File: config.mk
export PLATFORM = sky130hd
export DESIGN_NAME = la_isoseq
export DESIGN_NICKNAME = d
export VERILOG_FILES = /design/src/rtl/la_isoseq_pkg.sv /design/src/rtl/la_isoclamp.sv /design/src/rtl/la_isoseq.sv
export SDC_FILE = /design/constraint.sdc
export NUM_CORES = 1
export LEC_CHECK = 0
export ABC_AREA = 1
export CELL_PAD_IN_SITES_DETAIL_PLACEMENT = 0
export CELL_PAD_IN_SITES_GLOBAL_PLACEMENT = 1
export CORE_ASPECT_RATIO = 0.6
export CORE_MARGIN = 2
export CORE_UTILIZATION = 34
export DETAILED_ROUTE_END_ITERATION = 10
export PLACE_DENSITY = 0.82
export SETUP_SLACK_MARGIN = 0.15
export SYNTH_ARGS = -nofsm -noshare
export SYNTH_HDL_FRONTEND = slang
export SYNTH_SLANG_ARGS = --single-unit
File: constraint.sdc
create_clock -name clk -period 1.6 [get_ports clk]
set_input_delay 0.32 -clock clk [delete_from_list [all_inputs] [get_ports clk]]
set_output_delay 0.32 -clock clk [all_outputs]
set_load 0.005 [all_outputs]
File: src/rtl/la_isoseq_pkg.sv
// Shared types and elaboration helpers for the la_isoseq isolation sequencer.
package la_isoseq_pkg;

   typedef enum logic [2:0] {
      ST_OFF    = 3'd0,
      ST_PWRUP  = 3'd1,
      ST_SETTLE = 3'd2,
      ST_ON     = 3'd3,
      ST_ISO    = 3'd4,
      ST_PWRDN  = 3'd5
   } state_t;

   // Counter must hold the largest terminal count without wrapping.
   function automatic int unsigned cnt_width(input int unsigned isodly,
                                             input int unsigned settle,
                                             input int unsigned timeout);
      int unsigned m;
      m = isodly;
      if (settle > m) m = settle;
      if (timeout > m) m = timeout;
      return (m < 1) ? 1 : $clog2(m + 1);
   endfunction

endpackage

File: src/rtl/la_isoclamp.sv
// Per-bit isolation clamp: out = iso ? CLAMP : in.
module la_isoclamp #(
   parameter int unsigned    DW    = 8,
   parameter logic [DW-1:0]  CLAMP = '0,
   parameter                 PROP  = "DEFAULT"
) (
   input  logic          iso,
   input  logic [DW-1:0] in,
   output logic [DW-1:0] out
);

   if (PROP == "DEFAULT") begin : g_generic
      assign out = iso ? CLAMP : in;
   end else begin : g_tech
      // One mux per bit so a technology isolation cell can be swapped in here.
      for (genvar i = 0; i < int'(DW); i++) begin : g_bit
         assign out[i] = iso ? CLAMP[i] : in[i];
      end
   end

endmodule

File: src/rtl/la_isoseq.sv
// Power-domain isolation sequencer: orders switch enable, ack, settle and iso release.
module la_isoseq
   import la_isoseq_pkg::*;
#(
   parameter int unsigned   DW      = 8,
   parameter logic [DW-1:0] CLAMP   = '0,
   parameter int unsigned   ISODLY  = 4,
   parameter int unsigned   SETTLE  = 8,
   parameter int unsigned   TIMEOUT = 256,
   parameter                PROP    = "DEFAULT"
) (
   input  logic          clk,
   input  logic          reset,
   input  logic          pwr_req,
   input  logic          pwr_ack,
   output logic          pwr_en,
   input  logic [DW-1:0] in,
   output logic [DW-1:0] out,
   output logic          iso,
   output logic          ready,
   output logic          busy,
   output logic          err
);

   localparam int unsigned   CW         = cnt_width(ISODLY, SETTLE, TIMEOUT);
   localparam logic [CW-1:0] CNT_MAX    = '1;
   localparam logic [CW-1:0] ISO_LAST   = CW'(ISODLY - 1);
   localparam logic [CW-1:0] SET_LAST   = CW'(SETTLE - 1);
   localparam logic [CW-1:0] TMO_LAST   = CW'(TIMEOUT - 1);

   state_t        state, state_n;
   logic [CW-1:0] cnt, cnt_n, cnt_sat;
   logic          err_n;
   logic          pwr_en_n, iso_n, ready_n, busy_n;

   assign cnt_sat = (cnt == CNT_MAX) ? cnt : cnt + CW'(1);

   // State, counter and registered control outputs.
   always_ff @(posedge clk) begin
      if (reset) begin
         state  <= ST_OFF;
         cnt    <= '0;
         err    <= 1'b0;
         pwr_en <= 1'b0;
         iso    <= 1'b1;
         ready  <= 1'b0;
         busy   <= 1'b0;
      end else begin
         state  <= state_n;
         cnt    <= cnt_n;
         err    <= err_n;
         pwr_en <= pwr_en_n;
         iso    <= iso_n;
         ready  <= ready_n;
         busy   <= busy_n;
      end
   end

   // Next state; every state change restarts the counter from zero.
   always_comb begin
      state_n = state;
      cnt_n   = cnt;
      err_n   = err;
      case (state)
         ST_OFF: begin
            cnt_n = '0;
            if (pwr_req) begin
               state_n = ST_PWRUP;
               err_n   = 1'b0;
            end
         end
         ST_PWRUP: begin
            cnt_n = cnt_sat;
            if (!pwr_req) begin
               state_n = ST_PWRDN;
               cnt_n   = '0;
            end else if (pwr_ack) begin
               state_n = ST_SETTLE;
               cnt_n   = '0;
            end else if (cnt == TMO_LAST) begin
               state_n = ST_PWRDN;
               cnt_n   = '0;
               err_n   = 1'b1;
            end
         end
         ST_SETTLE: begin
            cnt_n = cnt_sat;
            if (!pwr_req) begin
               state_n = ST_PWRDN;
               cnt_n   = '0;
            end else if (!pwr_ack) begin
               state_n = ST_PWRDN;
               cnt_n   = '0;
               err_n   = 1'b1;
            end else if (cnt == SET_LAST) begin
               state_n = ST_ON;
               cnt_n   = '0;
            end
         end
         ST_ON: begin
            cnt_n = '0;
            if (!pwr_ack) err_n = 1'b1;
            if (!pwr_req || !pwr_ack) state_n = ST_ISO;
         end
         ST_ISO: begin
            cnt_n = cnt_sat;
            if (cnt == ISO_LAST) begin
               state_n = ST_PWRDN;
               cnt_n   = '0;
            end
         end
         ST_PWRDN: begin
            cnt_n = cnt_sat;
            if (!pwr_ack) begin
               state_n = ST_OFF;
               cnt_n   = '0;
            end else if (cnt == TMO_LAST) begin
               state_n = ST_OFF;
               cnt_n   = '0;
               err_n   = 1'b1;
            end
         end
         default: begin
            state_n = ST_OFF;
            cnt_n   = '0;
         end
      endcase
   end

   // Outputs decoded from the next state so they change on the transition edge.
   always_comb begin
      pwr_en_n = 1'b0;
      iso_n    = 1'b1;
      ready_n  = 1'b0;
      busy_n   = 1'b0;
      case (state_n)
         ST_PWRUP, ST_SETTLE, ST_ISO: begin
            pwr_en_n = 1'b1;
            busy_n   = 1'b1;
         end
         ST_ON: begin
            pwr_en_n = 1'b1;
            iso_n    = 1'b0;
            ready_n  = 1'b1;
         end
         ST_PWRDN: busy_n = 1'b1;
         default: ;
      endcase
   end

   la_isoclamp #(
      .DW    (DW),
      .CLAMP (CLAMP),
      .PROP  (PROP)
   ) u_clamp (
      .iso (iso),
      .in  (in),
      .out (out)
   );

endmodule

==> results_dict.tcl, run 1 <==
set metrics [dict create \
    drc 0 \
    syn_area_um2 1102 \
    die_w_um 77.51 \
    ys_ff_latch 17 \
    ys_seq_area_frac 0.3087 \
    crit_fanout 8 \
    final_common_cell "nor2_1" \
    postSynthCellCount 171 \
    cts_buffer_depth 2 \
    gp_congestion 0.8716 \
    synth_ff_type "dfxtp_1" \
    cts_sinks 17 \
    cp-end-kind "flop" \
    maxCapViolations 0 \
    synth_area_per_cell_um2 6.446 \
    overflow 0 \
    peakVddDrop_uv 566.1 \
    critPathArrivalTime_ns 1.65 \
    min_period_over_period 0.9183 \
    grt_pass1_wl_um 4250 \
    ys_async_sr_fraction 0 \
    final_nets 225 \
    drtPass1Iterations 4 \
    rsz0062_at_grt "true" \
    cp-start-kind "primary input" \
    via_count 1141 \
    grt_pass1_vias 943 \
    yosysUniqueCellTypes 25 \
    setup_viol 0 \
    n_antenna_cell 0 \
    min-delay-start "err$_SDFFE_PP0P_" \
    cts_hold_buf 0 \
    die_h_um 48.11 \
    status "completed" \
    synth.top_cell.area_share 0.3087 \
    place_ws_ns -0.1379 \
    core_area_um2 2984 \
    cts_root_buf "clkbuf_8" \
    dp.cells 244 \
    dpl_cell_area_um2 1451 \
    synth-edff-count 0 \
    grt_max_degree 11 \
    leakagePower_nw 0.7388 \
    slew_headroom 0.8367 \
    yosysTopAreaCell "dfxtp_1" \
    numCtsBuffers 3 \
    wl_per_cell_um 11.04 \
    required_ns 1.78 \
    power.density_nw_per_um2 643.6 \
    drive_gt1_frac 0.2857 \
    hold_viol 0 \
    slew_violations 0 \
    finalInstanceArea_um2 1555 \
    drt-total-wl_um 2781 \
    fin_hold_ws_ns 0.5539 \
    io_pins 25 \
    dp_hpwl_um 2217 \
    synthTopCellsByArea "dfxtp_1 (31%), nor2_1 (13%), inv_1 (11%)" \
    htreeDepth 1 \
    hold_path_class "flop to flop" \
    cts_tree "built" \
    drtIter0Drc 98 \
    max_freq_mhz 680.6 \
    rows 15 \
    io_buffers 24 \
    areaGrowthSynthToFinish_pct 41.09 \
    clock_latency_ns 0.25 \
    final_cell_mix "nor2_1 (36), inv_1 (32), nand2_1 (29), clkdlybuf4s50_1 (16), buf_4 (11)" \
    crit_start "pwr_req" \
    dieArea_um2 3729 \
    antenna_found_initial 0 \
    start_util 0.3694 \
    clk_pin_slew_worst_paths_ns 0.07 \
    instances_no_fill 252 \
    worstMarginPinSlew_ns 0.2447 \
    synth_warnings 0 \
    timing.rr.start "cnt[0]$_SDFF_PP0_" \
    critical_path_class "primary input to flop" \
    setup_ws_ns 0.1307 \
    vias_per_cell 4.528 \
    grtUsageTotal 0.1493 \
    synth_fp_nets 185 \
    min_period_ns 1.469 \
    ant_nets 0 \
    skew_ns 0.002440 \
]
-- worst max-delay path: stages --
cell and delay (ns):
clkdlybuf4s50_1 0.54, inv_1 0.10, nor2_4 0.11, nand2_1 0.07
a21boi_1 0.18, o21ai_2 0.09, buf_6 0.14, nor2_1 0.10
-- routing by layer --
| layer | track usage | share of wire | vias to the layer above |
|---|---|---|---|
| met4 | 0.03214 | 0.0068 | 0 |
| li1 | - | - | 598 |
| met3 | 0.04259 | 0.091 | 2 |
| met2 | 0.2296 | 0.39 | 51 |
| met1 | 0.2124 | 0.51 | 490 |
| met5 | 0 | 0 | - |
-- layout make-up --
| class | count | area (µm²) |
|---|---|---|
| clock inverter | 1 | 5.005 |
| inverter | 35 | 131.4 |
| fill | 289 | 1429 |
| multi-input combinational | 118 | 671.9 |
| timing repair buffer | 36 | 294.0 |
| clock buffer | 3 | 41.29 |
| sequential | 17 | 359.1 |
| tap | 42 | 52.55 |
-- sequential cells by signal, indices dropped and copies added (netlist names) --
signal	flops
err	1
busy	1
ready	1
pwr_en	1
state	3
cnt	9
iso	1
-- what timing repair did --
| item | in CTS | in global routing |
|---|---|---|
| gates cloned | 0 | 0 |
| setup endpoints to repair | 22 | 24 |
| resized for setup | 24 | 26 |
| buffers inserted | 2 | 2 |
| pin swaps | 0 | 3 |
-- metrics by stage --
stage               utilization  TNS (ns)  power [mW]
global placement         0.4864    -2.000      0.6825
CTS                      0.5178         0       1.012
finish                   0.5212         0       1.001
global route             0.5212         0       1.063
detailed placement       0.4864    -2.256      0.6855
floorplan                     -         0      0.5846
-- synthesized netlist by cell type (3+ instances only) --
cell type and n:
nor2_1 38, dfxtp_1 17, inv_1 33, nand2_1 32
nand3_1 10, nand2_2 3, nor2_4 4, o21ai_0 5
xor2_1 6, nor2_2 3
-- kinds of logic after synthesis --
family | share of synthesized area
muxes | 0.009081
adders and majority gates | 0.02270
buffers and inverters | 0.1226
AOI/OAI and AO/OA | 0.09536
and+or+nand+nor | 0.3939
DFF | 0.3087
xor gates and xnor gates | 0.04767
-- worst paths after layout --
kind                                           to  slack (ns)  cells past startpoint
worst max register to register    busy$_SDFF_PP0_        0.13                     10
worst max-delay path            cnt[3]$_SDFF_PP0_        0.13                      8
worst min-delay path             err$_SDFFE_PP0P_        0.55                      2
worst min register to register   err$_SDFFE_PP0P_        0.55                      2
-- power by group --
| part | leakage, nW | switching (mW) | internal, mW |
|---|---|---|---|
| Combinational | 0.571 | 0.109 | 0.107 |
| Clock | 0.0255 | 0.152 | 0.173 |
| Sequential | 0.142 | 0.0167 | 0.443 |
| Total | 0.739 | 0.278 | 0.723 |
No activity file was read; power rests on OpenSTA's default activity.
==> run 2: changes to the inputs <==
--- a/config.mk
+++ b/config.mk
@@ -9,7 +9,7 @@
 export CELL_PAD_IN_SITES_DETAIL_PLACEMENT = 0
 export CELL_PAD_IN_SITES_GLOBAL_PLACEMENT = 1
 export CORE_ASPECT_RATIO = 0.6
-export CORE_MARGIN = 2
+export CORE_MARGIN = 5
 export CORE_UTILIZATION = 34
 export DETAILED_ROUTE_END_ITERATION = 10
 export PLACE_DENSITY = 0.82
==> run 2 against run 1 <==
Effect of this change:
- clock power is essentially flat
- power grew 2.8%
- critical endpoint is now cnt[0]$_SDFF_PP0_
- highest routed layer unchanged
- combinational power grew 13%
- via count grew 1.3%
==> results_dict.tcl, run 2 (same netlist as run 1, synthesis figures left out) <==
set metrics [dict create \
    numCtsBuffers 3 \
    cp_top_family "compound AO/OA/AOI/OAI gates" \
    cts_hold_buf 0 \
    grt_max_degree 10 \
    status "completed" \
    max_freq_mhz 639.8 \
    io_pins 25 \
    hold_path_class "flop to flop" \
    largest_reg_flops 9 \
    p_int_mw 0.7387 \
    grt_pass1_wl_um 5112 \
    power.density_nw_per_um2 593.9 \
    slew_violations 0 \
    crit_chain "ha_4 -> nand2_4 -> nor2_4 -> nand4_1 -> a21boi_2 -> o21ai_2 -> buf_6 -> nor2_1" \
    cts_buffer_depth 2 \
    critPathArrivalTime_ns 1.71 \
    slowest_delay_ns 0.36 \
    grt_pass1_vias 1109 \
    cts_sinks 17 \
    final_common_cell "inv_1" \
    required_ns 1.74 \
    switching_share 0.2822 \
    drtPass1Iterations 5 \
    maxCapViolations 0 \
    cts_root_buf "clkbuf_8" \
    peakVddDrop_uv 276.9 \
    setup_viol 0 \
    drc 0 \
    cp-start-kind "flop" \
    rsz0062_at_grt "true" \
    finish.utilization 0.5444 \
    critical_path_class "flop to flop" \
    grtUsageTotal 0.1460 \
    drive_gt1_frac 0.3653 \
    wl_per_cell_um 11.98 \
    hold_viol 0 \
    htreeDepth 1 \
    io_buffers 24 \
    total_power_mw 1.029 \
    nFillCells 291 \
    cts_tree "built" \
    power.share.clock 0.315 \
    final_nets 234 \
    worstMarginPinSlew_ns 0.2412 \
    drtIter0Drc 45 \
    critPathSlowestCell "dfxtp_4" \
    overflow 0 \
    via_count 1156 \
    comb_power_share 0.237 \
    path_buf_inv 1 \
    top_regs "cnt: 9 flops, state: 3 flops" \
    crit_fanout 8 \
    clk_pin_slew_worst_paths_ns 0.07 \
    antenna_found_initial 0 \
    die_w_um 83.51 \
    core_area_um2 3183 \
    final_cell_mix "inv_1 (33), nor2_1 (30), nand2_1 (27), buf_4 (17), clkdlybuf4s50_1 (15)" \
    p_seq_frac 0.448 \
    ant_nets 0 \
    dieArea_um2 4518 \
    slew_headroom 0.8390 \
    areaGrowthSynthToFinish_pct 57.21 \
    regMostFlops "cnt" \
    die_h_um 54.11 \
    start_util 0.3463 \
    clock_latency_ns 0.25 \
    min_period_over_period 0.9769 \
    vias_per_cell 4.379 \
    skew_ns 0.004755 \
    cp-end-kind "flop" \
    gp_congestion 0.8584 \
    switchingPower_mw 0.2904 \
    n_antenna_cell 0 \
    dp_hpwl_um 2210 \
    min_period_ns 1.563 \
    rows 16 \
    leakagePower_nw 0.8261 \
    drt-total-wl_um 3163 \
]
## run 2: cell types whose count changed in the layout (fill, tap and decap cells not counted), sizes merged
cell,previous run,this run
clkdlybuf4s50,16,15
dlymetal6s2s,0,1
clkinv,1,0
clkdlybuf4s15,0,1
buf,12,21
## run 2: worst paths after layout
kind	startpoint	endpoint	slack, ns	cells past startpoint
max	cnt[0]$_SDFF_PP0_	cnt[0]$_SDFF_PP0_	0.04	8
min	cnt[8]$_SDFF_PP0_	cnt[8]$_SDFF_PP0_	0.53	2
max reg2reg	cnt[0]$_SDFF_PP0_	cnt[0]$_SDFF_PP0_	0.04	8
min reg2reg	cnt[8]$_SDFF_PP0_	cnt[8]$_SDFF_PP0_	0.53	2
## run 2: layer usage
layer  wire (µm)  global-route usage
met1        1483              0.1844
met4          14             0.02406
met3         167             0.04893
met2        1497              0.2513
met5           0                   0
## run 2: area by class of cell
class / instances / area (µm²) / share of cell area
Clock buffer: 4 / 45.04 / 0.02599
Inverter: 35 / 131.4 / 0.07581
Multi-Input combinational cell: 118 / 764.5 / 0.4412
Sequential cell: 17 / 355.3 / 0.2051
Tap cell: 45 / 56.30 / 0.03249
Timing Repair Buffer: 45 / 380.4 / 0.2195
## run 2: through the flow
stage          hold slack, ns  instances  setup WS [ns]  instance area, µm²  setup TNS, ns
6_report               0.5341        264        0.03704                1733              0
5_1_grt                0.5580        264       -0.09748                1733        -0.6155
4_1_cts                0.5313        259        0.01555                1639              0
3_5_place_dp           0.5461        247        -0.1391                1455         -2.372
3_3_place_gp           0.5224        247        -0.1407                1455         -2.513
2_1_floorplan          0.3924        171         0.1735                1102              0
## run 2: worst register-to-register path, cell delays in order, from the launching register on
cell,delay (ns)
dfxtp_4,0.36
ha_4,0.15
nand2_4,0.06
nor2_4,0.09
nand4_1,0.19
a21boi_2,0.23
o21ai_2,0.16
buf_6,0.17
nor2_1,0.05
## run 2: power groups by stage
stage / Clock [mW] / Combinational (mW) / Sequential, mW
after detailed placement: 0 / 0.216 / 0.473
after global placement: 0 / 0.215 / 0.471
after global routing: 0.356 / 0.269 / 0.464
final: 0.324 / 0.244 / 0.461
after CTS: 0.333 / 0.225 / 0.462
after floorplan: 0 / 0.115 / 0.470
## run 2: what timing repair did
action	in CTS	in global routing
resized for setup	35	37
pin swaps	13	14
gates cloned	0	0
buffers inserted	8	5
setup endpoints to repair	24	26
